**src/rtl/opicorv32_pkg.sv**
```systemverilog
// Shared PCPI issue definitions: FSM encoding, RV32M field constants, default timeout.
// No logic; no latency or backpressure of its own.
package opicorv32_pkg;

    typedef enum logic [1:0] {
        ST_IDLE = 2'd0,
        ST_BUSY = 2'd1,
        ST_RESP = 2'd2
    } state_e;

    localparam logic [6:0] PCPI_OP_OP     = 7'b0110011;
    localparam logic [6:0] PCPI_F7_MULDIV = 7'b0000001;

    localparam int TIMEOUT_CYCLES_DEF = 16;

endpackage

```
**src/rtl/opicorv32_pcpi_timeout.sv**
```systemverilog
// Saturating count of unclaimed PCPI valid cycles; expired is a compare on the registered count.
// Latency: expired reflects the count one cycle after enable; clear dominates enable.
module opicorv32_pcpi_timeout #(
    parameter int TIMEOUT_CYCLES = 16
) (
    input  logic clk,
    input  logic resetn,
    input  logic clear,
    input  logic enable,
    output logic expired
);

    localparam int CW = (TIMEOUT_CYCLES > 1) ? $clog2(TIMEOUT_CYCLES) : 1;
    localparam logic [CW-1:0] LAST = CW'(TIMEOUT_CYCLES - 1);

    logic [CW-1:0] cnt_q;
    logic [CW-1:0] cnt_d;

    assign expired = (cnt_q == LAST);

    // Holding at LAST keeps the counter from wrapping if the owner lingers.
    always_comb begin
        cnt_d = cnt_q;
        if (clear) begin
            cnt_d = '0;
        end else if (enable && !expired) begin
            cnt_d = cnt_q + CW'(1);
        end
    end

    always_ff @(posedge clk or negedge resetn) begin
        if (!resetn) begin
            cnt_q <= '0;
        end else begin
            cnt_q <= cnt_d;
        end
    end

endmodule

```
**src/rtl/opicorv32_pcpi_issue.sv**
```systemverilog
// Core-side PCPI initiator: issues one instruction, waits for ready or timeout, returns a 1-cycle response.
// Latency: accept->pcpi_valid 1 cycle, pcpi_ready->rsp_valid 1 cycle; req_ready high only in IDLE.
module opicorv32_pcpi_issue
    import opicorv32_pkg::*;
#(
    parameter int TIMEOUT_CYCLES = TIMEOUT_CYCLES_DEF
) (
    input  logic        clk,
    input  logic        resetn,
    input  logic        req_valid,
    output logic        req_ready,
    input  logic [31:0] req_insn,
    input  logic [31:0] req_rs1,
    input  logic [31:0] req_rs2,
    input  logic        abort,
    output logic        rsp_valid,
    output logic        rsp_wr,
    output logic [31:0] rsp_rd,
    output logic        rsp_illegal,
    output logic        pcpi_valid,
    output logic [31:0] pcpi_insn,
    output logic [31:0] pcpi_rs1,
    output logic [31:0] pcpi_rs2,
    input  logic        pcpi_wr,
    input  logic [31:0] pcpi_rd,
    input  logic        pcpi_wait,
    input  logic        pcpi_ready
);

    state_e      state_q, state_d;
    logic        pcpi_valid_q, pcpi_valid_d;
    logic [31:0] insn_q, insn_d;
    logic [31:0] rs1_q, rs1_d;
    logic [31:0] rs2_q, rs2_d;
    logic        rsp_valid_q, rsp_valid_d;
    logic        rsp_wr_q, rsp_wr_d;
    logic [31:0] rsp_rd_q, rsp_rd_d;
    logic        rsp_illegal_q, rsp_illegal_d;

    logic        tmo_clear;
    logic        tmo_enable;
    logic        tmo_expired;

    // A claiming coprocessor (pcpi_wait) restarts the unclaimed-cycle window.
    assign tmo_clear  = (state_q != ST_BUSY) || pcpi_wait;
    assign tmo_enable = (state_q == ST_BUSY) && !pcpi_wait;

    opicorv32_pcpi_timeout #(
        .TIMEOUT_CYCLES (TIMEOUT_CYCLES)
    ) u_timeout (
        .clk     (clk),
        .resetn  (resetn),
        .clear   (tmo_clear),
        .enable  (tmo_enable),
        .expired (tmo_expired)
    );

    always_comb begin
        state_d       = state_q;
        pcpi_valid_d  = pcpi_valid_q;
        insn_d        = insn_q;
        rs1_d         = rs1_q;
        rs2_d         = rs2_q;
        rsp_valid_d   = 1'b0;
        rsp_wr_d      = rsp_wr_q;
        rsp_rd_d      = rsp_rd_q;
        rsp_illegal_d = rsp_illegal_q;

        case (state_q)
            ST_IDLE: begin
                if (req_valid && !abort) begin
                    insn_d       = req_insn;
                    rs1_d        = req_rs1;
                    rs2_d        = req_rs2;
                    pcpi_valid_d = 1'b1;
                    state_d      = ST_BUSY;
                end
            end
            ST_BUSY: begin
                // Priority: abort, then ready (even with wait or expiry), then timeout.
                if (abort) begin
                    pcpi_valid_d = 1'b0;
                    state_d      = ST_IDLE;
                end else if (pcpi_ready) begin
                    pcpi_valid_d  = 1'b0;
                    rsp_valid_d   = 1'b1;
                    rsp_wr_d      = pcpi_wr;
                    rsp_rd_d      = pcpi_rd;
                    rsp_illegal_d = 1'b0;
                    state_d       = ST_RESP;
                end else if (!pcpi_wait && tmo_expired) begin
                    pcpi_valid_d  = 1'b0;
                    rsp_valid_d   = 1'b1;
                    rsp_wr_d      = 1'b0;
                    rsp_rd_d      = '0;
                    rsp_illegal_d = 1'b1;
                    state_d       = ST_RESP;
                end
            end
            ST_RESP: begin
                state_d = ST_IDLE;
            end
            default: begin
                pcpi_valid_d = 1'b0;
                state_d      = ST_IDLE;
            end
        endcase
    end

    always_ff @(posedge clk or negedge resetn) begin
        if (!resetn) begin
            state_q       <= ST_IDLE;
            pcpi_valid_q  <= 1'b0;
            insn_q        <= '0;
            rs1_q         <= '0;
            rs2_q         <= '0;
            rsp_valid_q   <= 1'b0;
            rsp_wr_q      <= 1'b0;
            rsp_rd_q      <= '0;
            rsp_illegal_q <= 1'b0;
        end else begin
            state_q       <= state_d;
            pcpi_valid_q  <= pcpi_valid_d;
            insn_q        <= insn_d;
            rs1_q         <= rs1_d;
            rs2_q         <= rs2_d;
            rsp_valid_q   <= rsp_valid_d;
            rsp_wr_q      <= rsp_wr_d;
            rsp_rd_q      <= rsp_rd_d;
            rsp_illegal_q <= rsp_illegal_d;
        end
    end

    assign req_ready   = (state_q == ST_IDLE);
    assign pcpi_valid  = pcpi_valid_q;
    assign pcpi_insn   = insn_q;
    assign pcpi_rs1    = rs1_q;
    assign pcpi_rs2    = rs2_q;
    assign rsp_valid   = rsp_valid_q;
    assign rsp_wr      = rsp_wr_q;
    assign rsp_rd      = rsp_rd_q;
    assign rsp_illegal = rsp_illegal_q;

endmodule

```
**config.mk**
```make
export PLATFORM = sky130hd
export DESIGN_NAME = opicorv32_pcpi_issue
export DESIGN_NICKNAME = d
export VERILOG_FILES = /design/src/rtl/opicorv32_pkg.sv /design/src/rtl/opicorv32_pcpi_timeout.sv /design/src/rtl/opicorv32_pcpi_issue.sv
export SDC_FILE = /design/constraint.sdc
export NUM_CORES = 1
export LEC_CHECK = 0
export BUFFER_PORTS_ARGS = -buffer_cell sky130_fd_sc_hd__buf_2
export CAP_MARGIN = 0
export CORE_ASPECT_RATIO = 1.75
export CORE_MARGIN = 8
export CORE_UTILIZATION = 41
export CTS_CLUSTER_DIAMETER = 100
export DETAILED_ROUTE_END_ITERATION = 12
export PLACE_DENSITY = 0.77
export SYNTH_ARGS = -nofsm -noshare
export SYNTH_HDL_FRONTEND = slang
export SYNTH_SLANG_ARGS = --single-unit
```
**constraint.sdc**
```tcl
create_clock -name clk -period 1.61 [get_ports clk]
set_input_delay 0.0805 -clock clk [delete_from_list [all_inputs] [get_ports clk]]
set_output_delay 0.0805 -clock clk [all_outputs]
set_load 0.05 [all_outputs]
```
==> results by stage <==
Worst setup path:
- STA classifies the critical path endpoint as a flop.
- The required time reported for the critical path endpoint is 1.88 ns.
- Data on the critical path arrives at its endpoint at 1.89 ns.
- Among all stages on the critical path, the largest delay is contributed by sky130_fd_sc_hd__dfrtp_1.
- The category of the worst setup path launch point is a flop.
- The worst setup path startpoint is state_q[0]$_DFFE_PN0P_.
- The signal on the critical path passes through nor4b_4, buf_6, buf_4, mux2_2.
- Setup slack on the worst reg-to-reg path comes out at -0.007 ns.
- The peak fanout along the critical path is 10.
- The capturing instance or port of the critical path is pcpi_rs2[23]$_DFFE_PN0P_.
- The startpoint of the lowest-slack register-to-register path is state_q[0]$_DFFE_PN0P_.
- The class of the most critical setup path is flop to flop.
- The number of cell instances on the worst register-to-register path is 4.
- The delay of the slowest cell on the worst path is 0.41 ns.
- The capture instance of the worst register-to-register path is pcpi_rs2[23]$_DFFE_PN0P_.

Finish:
- The fraction of final layout cells sized beyond drive strength 1 is 53.1%.
- The net count of the finished layout is 864.
- Summing all non-filler instances in the final layout gives an area of 8700 um^2.
- The area added between synthesis and finish is 70.0%.

Synthesis:
- The cell with the most instances after synthesis is sky130_fd_sc_hd__dfrtp_1.
- In this run, synthesis inferred 0 flip-flops with an integrated enable.
- The leading area contributor after synthesis is sky130_fd_sc_hd__dfrtp_1.
- The post-synth net total is 450.
- The gate count of the mapped netlist is 314.
- Sorting the synthesized cells by how often they occur yields sky130_fd_sc_hd__dfrtp_1 (138), sky130_fd_sc_hd__mux2_2 (78), sky130_fd_sc_hd__a22o_1 (33).
- For this run, the register share of the synthesized area comes to 67.5%.
- For this run, the number of Yosys warnings is 0.
- In this run the biggest area consumer among cell types represents 67.5% of the synthesized area.
- The total of flip-flops plus latches after synthesis is 138.
- The average instance in the mapped netlist occupies 16.3 um^2.
- The post-synthesis instance area is 5120 um^2.
- For this run, the leading register cell type out of synthesis is sky130_fd_sc_hd__dfrtp_1.
- The share of flip-flops with an asynchronous set or reset is 100%.
- After synthesis, the netlist uses 23 different library cells.
- In the post-synthesis netlist, the biggest area contributors are sky130_fd_sc_hd__dfrtp_1 (67%), sky130_fd_sc_hd__mux2_2 (17%), sky130_fd_sc_hd__a22o_1 (5.6%).

Placed design:
- The cell area after placement is 6750 um^2.
- The global placer's final weighted congestion is 0.741.
- The pre-CTS setup slack is -0.0393 ns.
- The number of I/O port buffers is 267.
- The wire-length estimate of the detail-placed layout is 11000 um.

Drt:
- The routed layout has 4463 vias.
- In this run the remaining antenna-violating nets after routing total 0.
- The initial detailed-routing violation count is 140.
- The first-pass iteration count of the detailed router is 4.
- For this run, design rule violations remaining after detail routing come to 0.
- The total wire length is 17800 um.
- The number of vias per cell after detailed routing is 4.90.
- The average detailed-routed wire length per instance is 19.5 um.

Timing:
- Setup repair after global routing could not meet its margin everywhere.
- The relative max-transition margin is 76.7%.
- Counting I/O delays and the setup requirement, the final critical path takes 1.62 ns.
- The count of pins over their slew limit came to 0.
- The worst clock skew on the final layout is 0.00692 ns.
- For the pin with the worst max-slew slack, the measured transition is 0.350 ns.
- Based on the critical path, the design can be clocked at up to 618 MHz.
- Of the available clock period, the critical path in the final layout requires 100%.
- The smallest hold slack is 0.0465 ns.
- The final number of hold-violating endpoints was 0.
- Setup violations remaining at the end of the flow were counted as 4.
- Across all setup checks in the final design, the least slack found is -0.00712 ns.

Clock tree:
- The CTS tree is yes.
- The total setup buffers inserted after CTS is 0.
- The clock drives 138 sinks.
- No sink is reached through more buffers than the 2 on the longest clock path.
- After clock tree synthesis, the clock-pin slew on the worst setup and hold paths is 0.06 ns.
- The tree is rooted in a sky130_fd_sc_hd__clkbuf_16.
- The source-to-sink clock delay at the later pin of the worst-skew pair is 0.40 ns.
- The count of H-tree levels built during CTS is 4.
- Buffers inserted during clock tree synthesis total 17.

Global routing:
- After global routing the overflow that remains totals 0.
- The number of global-route vias before repair is 5174.
- The total global-route track usage is 21.8%.
- Entering global routing, the biggest net connects 47 pins.
- The first-pass GRT wire length is 27500 um.
- The initial antenna violation count is 3.

Worst hold path:
- The path class of the tightest hold or removal check is input port to flop.

Floorplanning:
- In this run the horizontal extent of the chip is 100 um.
- The number of rows created at floorplan is 54.
- The initial core utilization is 41.6%.
- The number of top-level pins is 268.
- The die covers 16400 um^2.
- After floorplanning, the core was sized to cover 12300 um^2.
- The die is 164 um tall.

Run status:
- The checks that failed: negative setup slack.
- The flow ran to the end, but the final reports show violations.

Pwr:
- The leakage component of the power is 4.27 nW.
- The power per cell area is 1570 nW/um^2.
- The largest voltage drop on the vdd net is 0.963 mV.

Run:
- The max capacitance violation total is 0.
## how the worst min path moves through the flow
| stage | from | endpoint | slack, ns | cells past startpoint |
|---|---|---|---|---|
| after detailed placement | resetn | pcpi_rs1[19]$_DFFE_PN0P_ | 0.004 | 1 |
| after CTS | pcpi_wait | u_timeout.cnt_q[0]$_DFFE_PN0P_ | 0.03 | 4 |
| final | pcpi_wait | u_timeout.cnt_q[0]$_DFFE_PN0P_ | 0.05 | 4 |
| after floorplan | resetn | pcpi_insn[0]$_DFFE_PN0P_ | -0.22 | 0 |
| after global routing | pcpi_wait | u_timeout.cnt_q[0]$_DFFE_PN0P_ | 0.05 | 4 |
| after global placement | resetn | pcpi_rs1[19]$_DFFE_PN0P_ | 0.003 | 1 |
## cells in the final DEF, fill, tap and decap left out, types with 2 or more instances in the layout
master                          instances
sky130_fd_sc_hd__dlygate4sd3_1        130
sky130_fd_sc_hd__a22o_1                33
sky130_fd_sc_hd__mux2_1                16
sky130_fd_sc_hd__buf_2                266
sky130_fd_sc_hd__mux2_2                77
sky130_fd_sc_hd__nand3_1                2
sky130_fd_sc_hd__clkinv_2               3
sky130_fd_sc_hd__nor3_1                 2
sky130_fd_sc_hd__nor2_1                 8
sky130_fd_sc_hd__clkinv_4               4
sky130_fd_sc_hd__dfrtp_1              138
sky130_fd_sc_hd__inv_1                  2
sky130_fd_sc_hd__buf_4                  6
sky130_fd_sc_hd__a21o_1                 2
sky130_fd_sc_hd__clkbuf_1               2
sky130_fd_sc_hd__diode_2                3
sky130_fd_sc_hd__buf_12                 6
sky130_fd_sc_hd__clkbuf_16             18
sky130_fd_sc_hd__buf_6                  3
sky130_fd_sc_hd__mux2_4                 3
sky130_fd_sc_hd__bufinv_16              3
sky130_fd_sc_hd__nor3b_1                2
sky130_fd_sc_hd__nand2_1                2
## report_power, final
part / internal (mW) / switching [mW] / total (mW)
Combinational: 1.47 / 3.65 / 5.13
Clock: 2.47 / 1.42 / 3.89
Sequential: 4.23 / 0.435 / 4.66
## kinds of logic (layout without fill, tap and decap cells)
| group | count (synthesis) | after routing | share of synthesized area [%] |
|---|---|---|---|
| XOR/XNOR | 1 | 1 | 0.171 |
| flip-flops | 138 | 138 | 67.5 |
| buffers and inverters | 19 | 445 | 2.05 |
| multiplexers | 97 | 97 | 21.3 |
| AO/OA/AOI/OAI | 39 | 39 | 6.51 |
| other | 0 | 3 | 0 |
| adder cells (fa/ha/maj) | 1 | 1 | 0.245 |
| AND/OR/NAND/NOR | 19 | 19 | 2.20 |
## registers in the layout (all words and copies together) (netlist names)
register	cells
u_timeout.cnt_q	4
pcpi_rs1	32
rsp_wr	1
state_q	2
rsp_illegal	1
rsp_valid	1
rsp_rd	32
pcpi_rs2	32
pcpi_valid	1
pcpi_insn	32
## final cells by class
cell class	instances	area, um^2
clock buffer	20	447
inverter	2	7.51
sequential	138	3450
tap	168	210
timing repair buffer	412	2860
fill	780	3600
clock inverter	11	148
multi-input combinational	157	1570
antenna	3	7.51
## through the flow
step	power [mW]	util [%]	setup TNS, ns	instances
detailed placement	9.49	54.9	-0.621	746
finish	13.7	70.7	-0.0103	911
CTS	13.7	70.4	-0.0744	907
global placement	9.36	54.9	0	746
floorplan	8.11	-	-0.0351	314
global route	14.2	70.7	-1.63	911
## per-layer routing
metal	global-route usage, %	routed length (um)	up-vias
met5	0	0	-
met4	13.6	840	0
met3	6.11	1170	61
met2	39.5	9800	231
met1	21.2	5970	2202
li1	-	-	1969
## worst max-delay path: cells and delay by family (launching register included)
| family | cells | cell delay [ns] |
|---|---|---|
| mux | 1 | 0.37 |
| flops | 1 | 0.41 |
| buf+inv | 2 | 0.38 |
| simple gates | 1 | 0.33 |
## timing repair
action / 4_1_cts / 5_1_grt
resized for setup: 2 / 4
endpoints found under the hold margin: 267 / 0
endpoints found under the setup margin: 27 / 83
cloned: 0 / 1
hold buffers: 130 / 0
No activity file was read; power rests on OpenSTA's default activity.
